$ cat src/rtl/controle_ula.sv
// controle_ula: multi-cycle sequencer in front of the combinational 16-bit ALU.
// Repeats one operation with the result fed back as A, then holds the result and Z/N/C/O until accepted.
module controle_ula #(
  parameter int bits_palavra  = 16,
  parameter int bits_controle = 5,
  parameter int bits_rep      = 4
) (
  input  logic                     clk,
  input  logic                     rst,
  input  logic                     cmd_valid,
  output logic                     cmd_ready,
  input  logic [bits_controle-1:0] cmd_op,
  input  logic [bits_palavra-1:0]  cmd_a,
  input  logic [bits_palavra-1:0]  cmd_b,
  input  logic [bits_rep-1:0]      cmd_rep,
  output logic [bits_controle-1:0] ula_controle,
  output logic [bits_palavra-1:0]  ula_a,
  output logic [bits_palavra-1:0]  ula_b,
  input  logic [bits_palavra-1:0]  ula_resultado,
  output logic                     res_valid,
  input  logic                     res_ready,
  output logic [bits_palavra-1:0]  resultado,
  output logic                     flag_z,
  output logic                     flag_n,
  output logic                     flag_c,
  output logic                     flag_o
);

  localparam int MSB = bits_palavra - 1;
  localparam logic [bits_controle-1:0] OP_ADD  = bits_controle'(5'b00000);
  localparam logic [bits_controle-1:0] OP_ADDC = bits_controle'(5'b00001);
  localparam logic [bits_controle-1:0] OP_INC  = bits_controle'(5'b00011);
  localparam logic [bits_controle-1:0] OP_SUBB = bits_controle'(5'b00100);
  localparam logic [bits_controle-1:0] OP_SUB  = bits_controle'(5'b00101);
  localparam logic [bits_controle-1:0] OP_DEC  = bits_controle'(5'b00110);
  localparam logic [bits_controle-1:0] OP_SHL  = bits_controle'(5'b01000);
  localparam logic [bits_controle-1:0] OP_ASR  = bits_controle'(5'b01001);
  localparam logic [bits_controle-1:0] OP_ZERO = bits_controle'(5'b10000);

  typedef enum logic [1:0] {
    OCIOSO   = 2'd0,
    EXECUTA  = 2'd1,
    RESPOSTA = 2'd2
  } estado_t;

  estado_t                  r_estado, w_prox;
  logic [bits_controle-1:0] r_op;
  logic [bits_palavra-1:0]  r_acc, r_b, r_resultado;
  logic [bits_rep-1:0]      r_cnt;
  logic                     r_flag_z, r_flag_n, r_flag_c, r_flag_o;
  logic [bits_palavra-1:0]  w_b_eff;
  logic                     w_k, w_carry, w_borrow, w_c, w_o, w_aceita;

  always_ff @(posedge clk or posedge rst) begin
    if (rst) r_estado <= OCIOSO;
    else     r_estado <= w_prox;
  end

  always_comb begin
    w_prox       = r_estado;
    ula_controle = OP_ZERO;
    ula_a        = '0;
    ula_b        = '0;
    case (r_estado)
      OCIOSO:   if (w_aceita) w_prox = EXECUTA;
      EXECUTA: begin
        ula_controle = r_op;
        ula_a        = r_acc;
        ula_b        = r_b;
        if (r_cnt == '0) w_prox = RESPOSTA;
      end
      RESPOSTA: if (res_ready) w_prox = OCIOSO;
      default:  w_prox = OCIOSO;
    endcase
  end

  assign cmd_ready = (r_estado == OCIOSO) && !rst;
  assign w_aceita  = cmd_valid && cmd_ready;
  assign res_valid = (r_estado == RESPOSTA);
  assign resultado = r_resultado;
  assign flag_z    = r_flag_z;
  assign flag_n    = r_flag_n;
  assign flag_c    = r_flag_c;
  assign flag_o    = r_flag_o;

  // Increment/decrement ignore the B operand; their flags behave as if B were 1.
  always_comb begin
    w_b_eff = r_b;
    w_k     = 1'b0;
    case (r_op)
      OP_ADDC, OP_SUBB: w_k = 1'b1;
      OP_INC, OP_DEC:   w_b_eff = bits_palavra'(1);
      default: ;
    endcase
  end

  assign w_carry  = ({1'b0, r_acc} + {1'b0, w_b_eff} + {{bits_palavra{1'b0}}, w_k})
                    > {1'b0, {bits_palavra{1'b1}}};
  assign w_borrow = {1'b0, r_acc} < ({1'b0, w_b_eff} + {{bits_palavra{1'b0}}, w_k});

  always_comb begin
    w_c = 1'b0;
    w_o = 1'b0;
    case (r_op)
      OP_ADD, OP_ADDC, OP_INC: begin
        w_c = w_carry;
        w_o = (r_acc[MSB] == w_b_eff[MSB]) && (ula_resultado[MSB] != r_acc[MSB]);
      end
      OP_SUB, OP_SUBB, OP_DEC: begin
        w_c = w_borrow;
        w_o = (r_acc[MSB] != w_b_eff[MSB]) && (ula_resultado[MSB] != r_acc[MSB]);
      end
      OP_SHL:  w_c = r_acc[MSB];
      OP_ASR:  w_c = r_acc[0];
      default: ;
    endcase
  end

  // Result and flags only move on the last iteration; the counter stops at zero.
  always_ff @(posedge clk or posedge rst) begin
    if (rst) begin
      r_op        <= '0;
      r_acc       <= '0;
      r_b         <= '0;
      r_cnt       <= '0;
      r_resultado <= '0;
      r_flag_z    <= 1'b0;
      r_flag_n    <= 1'b0;
      r_flag_c    <= 1'b0;
      r_flag_o    <= 1'b0;
    end else begin
      case (r_estado)
        OCIOSO: if (w_aceita) begin
          r_op  <= cmd_op;
          r_acc <= cmd_a;
          r_b   <= cmd_b;
          r_cnt <= cmd_rep;
        end
        EXECUTA: begin
          r_acc <= ula_resultado;
          if (r_cnt != '0) begin
            r_cnt <= r_cnt - bits_rep'(1);
          end else begin
            r_resultado <= ula_resultado;
            r_flag_z    <= (ula_resultado == '0);
            r_flag_n    <= ula_resultado[MSB];
            r_flag_c    <= w_c;
            r_flag_o    <= w_o;
          end
        end
        default: ;
      endcase
    end
  end

endmodule
$ cat config.mk
export PLATFORM = sky130hd
export DESIGN_NAME = controle_ula
export DESIGN_NICKNAME = d
export VERILOG_FILES = /design/src/rtl/controle_ula.sv
export SDC_FILE = /design/constraint.sdc
export NUM_CORES = 1
export LEC_CHECK = 0
export ABC_AREA = 1
export CORE_MARGIN = 5
export CORE_UTILIZATION = 35
export CTS_CLUSTER_DIAMETER = 50
export DETAILED_ROUTE_END_ITERATION = 8
export PLACE_DENSITY = 0.74
export SLEW_MARGIN = 10
export SYNTH_ARGS = -nofsm -noshare
export SYNTH_HDL_FRONTEND = slang
export SYNTH_SLANG_ARGS = --single-unit
export TNS_END_PERCENT = 1
$ cat constraint.sdc
create_clock -name clk -period 4.3 [get_ports clk]
set_input_delay 0.43 -clock clk [delete_from_list [all_inputs] [get_ports clk]]
set_output_delay 0.43 -clock clk [all_outputs]
set_load 0.02 [all_outputs]
Yosys cells after proc, flatten, opt, wreduce, memory -nomap -nowiden
Index checks and enable logic that the tools add are counted.
- flip-flop bits (word level): 63
- input port bits: 61
- output and inout bits: 59
- word-level logic and storage cells: 69
- $add $sub $neg: 4
- $lt $le $gt $ge: 2
- equality and inequality tests: 16
- multiplexer cells: 16
- bitwise logic cells: 1
- reductions and logical operators: 20
- operators with widths (operator ; number):
    16-bit two-way mux ; 4
    16-bit case mux with 2 select lines ; 1
    16-bit by 1-bit adder with 17-bit output ; 1
    16-bit by 16-bit adder with 17-bit output ; 1
    17-bit by 1-bit adder with 17-bit output ; 1
    17-bit by 16-bit greater-than comparator with 1-bit output, second input constant ; 1
    16-bit by 17-bit less-than comparator with 1-bit output ; 1
    16-bit logical NOT ; 1
    5-bit by 3-bit == test with 1-bit output, second input constant ; 3
    5-bit by 4-bit == test with 1-bit output, second input constant ; 2
    4-bit two-way mux ; 2
    4-bit case mux with 2 select lines ; 1
    2-bit two-way mux ; 3
    2-bit inequality test, second input constant ; 3
    2-bit case mux with 3 select lines ; 1
    2-bit AND reduction ; 3
    3-bit AND reduction ; 2
    3-bit OR reduction ; 2
    5-bit by 1-bit == test with 1-bit output, second input constant ; 1
    5-bit by 2-bit == test with 1-bit output, second input constant ; 1
    5-bit logical NOT ; 1
    5-bit two-way mux ; 1
    1-bit logical AND ; 4
    4-bit logical NOT ; 1
    other kinds (15) ; 17

Longest topological paths before layout
- depth after elaboration: 7
- gate-level depth with buffers: 30
- mapped depth without buffers: 29

Worst setup path after synthesis
OpenSTA, ideal clock, no wires.
- kind: flip-flop to flip-flop
- start: register r_op[3]
- end: register r_flag_c (netlist: flag_c)
- library setup time: 0.116 ns
- data arrival time: 3.146 ns
- required time: 4.184 ns
- slack: 1.037 ns
- cell stages (with the launch flop): 30
- buffers on the path: 1
- period minus slack after synthesis: 3.263 ns
- cell sequence: dfrtp_1 -> nor2_1 -> nand3_2 -> nand2_4 -> buf_4 -> nor2_1 -> inv_1 -> ha_1 -> ha_1 -> nand4_1 -> nor2_1 -> nand2_2 -> nor3_1 -> xor2_1 -> ha_1 -> nand2_1 -> nor2_1 -> nand3_1 -> nand3_1 -> nand2_1 -> nand2_1 -> nand2_1 -> nand2_1 -> nand2_1 -> nand2_1 -> nand2_1 -> nand2_1 -> nand3_1 -> nand2_1 -> nand2_1
- cells in the longest elaborated chain, start to end: 7
- elaborated cells on any way between the ends: 20
- classes of those cells: add/sub (3); order compare (2); eq/ne (7); mux (3); reduce/logical (5)
- RTL lines (item ; line ; RTL):
    start: declaration ; 47 ; logic [bits_controle-1:0] r_op;
    start signal: assignment ; 134 ; r_op <= cmd_op;
    5-bit by 3-bit == test with 1-bit output or 5-bit by 2-bit == test with 1-bit output (tied branches) ; 90, 104 ;
    2-bit OR reduction ; 90 ; case (r_op)
    16-bit two-way mux ; 90 ;
    16-bit by 16-bit adder with 17-bit output ; 97 ; assign w_carry = ({1'b0, r_acc} + {1'b0, w_b_eff} + {{bits_palavra{1'b0}}, w_k})
    17-bit by 1-bit adder with 17-bit output ; 97 ;
    17-bit by 16-bit greater-than comparator with 1-bit output ; 98 ; > {1'b0, {bits_palavra{1'b1}}};
    1-bit case mux with 4 select lines (*) ; 104 ; case (r_op)
    end signal: assignment ; 147 ; r_flag_c <= w_c;
    end: declaration ; 50 ; logic r_flag_z, r_flag_n, r_flag_c, r_flag_o;
Mark *: on every way between the ends. The rest lies on a longest branch, timed or not.
A chain may end at the register's enable or synchronous reset.

Worst setup path in the final report
Ends and elaborated chain as after synthesis.

==> metrics <==
clk_skew=0.0104 ns; Unique masters post-synth=33; CTS tree=yes; VDD IR-drop max=263 uV; startpoint types=flip-flop; drt total wl=12200 um; Synth Instances=520; Worst-path clk slew=0.06 ns; design area=0.00563 mm^2; vias in the first global route=3908; Worst path most repeated cell=nand2_1; Hold Path Class=reg2reg; fin nets=729; post-synthesis sequential area ratio=38.5%; storage element area=0.00155 mm^2; Setup CP Type=reg2reg; DP HPWL=9520 um; fin crit share=85.2%; PortBufs=119; Synth area leaders=dfrtp_1, ha_1, nand2_1, inv_1, nor2_1; via/cell ratio=4.92; CORE AREA=0.0114 mm^2; CP startpoint=r_op[3]; cell accounting for the most synthesized area=dfrtp_1; Clock Latency Late Sink=0.34 ns; post-CTS sizing=0; die area=0.0137 mm^2; placed insts=766; GR Util All Layers=18.1%; register bit count reported by yosys=62; TritonCTS Buffers=9; worst path arrival time=3.89 ns; Worst path top cell family by delay=simple AND/OR/NAND/NOR gates; Critical-path top delay cell=dfrtp_1; Final Max Slew Viols=0; # IOs=120; syn_area_per_cell=7.74 um^2; Slew @ Worst Pin=0.829 ns; GR peak layer=met2; Fmax=273 MHz; Area Growth Syn to Fin=39.8%; RSZ-0062 raised after global routing=no; met1 Use GR=22.0%; initial antenna violation count=0; most common cell after layout, fill and taps aside=clkdlybuf4s50_1; slew margin rel.=44.7%; Vert. Die Dim=117 um; TNS Setup=0 ns; Post-Syn Nets=615; initial detailed-routing violation count=229; vias=3851; Die Width=117 um; Final ANT Viol Nets=0; largest net degree at the start of global routing=55; # setup viols final=0; share of cells above drive strength 1=6.26%; Initial Util=35.4%; Yosys top cell area share=38.5%; Final Worst Setup Slack=0.637 ns; Tmin final=3.66 ns; Fill cells=1141; hold_ws=0.485 ns; Root Driver=clkbuf_16; M3 GR Usage=3.70%; total gr overflow=0; average wire per standard cell=15.6 um; first-pass GRT wire length=19300 um; WP data required=4.53 ns; Post-DP Area=0.00534 mm^2; diode count=0; Finished Layout Cells=782; hold_sp=flag_z; most frequent cells in the layout=clkdlybuf4s50_1, nand2_1, inv_1, nor2_1, dfrtp_1; Fin. Hold Viols=0; Ys Warns=0; power per cell area=810 mW/mm^2; Pre-Repair DR Iteration Count=4; total clock sinks=62; std cell rows=39; DRC errors left=0; P_leak=2.61 nW; max cap viols=0; Crit. End Element=flip-flop; Mapped Area=0.00403 mm^2; CTS hold repair buffers=0; Setup Buffers After CTS=0; GP Congestion=0.897; Reg-to-Reg Start=r_op[3]; status=completed; Multi-input gate area=0.00207 mm^2; WP buf/inv=1; CTS HTree Levels=3; met2 usage in global routing=32.0%; Setup WS pre-CTS=0.671 ns; CP max FO=16; CP peak stage delay=0.41 ns; Clock Tree Buf Depth=2
[synth_stat cells, drive strengths merged]
cell	instances
inv	84
clkbuf	13
a31oi	4
ha	32
o21a	1
o31ai	1
nand3	32
o221ai	17
o2111ai	1
o21ai	48
nor4	3
buf	6
fa	2
o211ai	1
nor3	7
nand2	98
nor2	73
nand4	5
xor2	10
a21oi	12
a21o	2
o41ai	1
xnor2	5
dfrtp	62
[power by group]
group	switching (W)	total (W)	leakage, nW	internal (W)
logic	0.00163	0.00274	1.72	0.00111
registers	0.000224	0.00110	0.759	0.000875
clock network	0.000269	0.000715	0.134	0.000446
total	0.00213	0.00456	2.61	0.00243
[area by class of cell]
| class | count | area share, % |
|---|---|---|
| flip-flops and latches | 62 | 27.6 |
| inverters | 84 | 5.65 |
| clock buffers | 10 | 4.07 |
| repair buffers | 122 | 21.6 |
| well taps | 143 | 3.18 |
| multi-input cells | 355 | 36.8 |
| clock inverters | 6 | 1.11 |
[worst register-to-register path: cells and delay by family, from the launching register on]
kind | cells | cell delay (ns)
and+or+nand+nor | 23 | 2.32
DFF | 1 | 0.41
adders and majority gates | 3 | 0.65
buffers and inverters | 1 | 0.08
xor gates and xnor gates | 1 | 0.10
[cell families after synthesis]
logic type,after synthesis,share of synthesized area (%)
XOR/XNOR,15,3.26
adder cells (fa/ha/maj),34,10.9
flip-flops,62,38.5
AND/OR/NAND/NOR,218,24.2
buffers and inverters,103,9.95
AO/OA/AOI/OAI,88,13.1
[sequential cells by signal (all words and copies together) (netlist names)]
register   cells
flag_o         1
r_cnt          4
r_b           16
flag_z         1
r_estado       2
r_op           5
resultado     16
flag_c         1
r_acc         16
[per-layer routing]
metal,vias up,part of all wire [%]
met3,14,5.4
met5,-,0
li1,1922,-
met4,0,1.3
met1,1806,42
met2,109,51
[path summary, 6_finish.rpt]
path,endpoint,slack [ns],depth (start not counted)
max,flag_c,0.64,28
min,flag_z,0.49,2
max reg2reg,flag_c,0.64,28
min reg2reg,flag_z,0.49,2
max in group asynchronous,r_acc[10],2.89,3
min in group asynchronous,r_estado[0],0.54,2
[per-stage QoR]
step / power [W] / utilization, %
after floorplan: 0.00283 / -
after global placement: 0.00377 / 46.9
after detailed placement: 0.00385 / 46.9
after CTS: 0.00459 / 49.5
after global routing: 0.00496 / 49.5
final: 0.00456 / 49.5
Power figures use the tool's default switching activity.
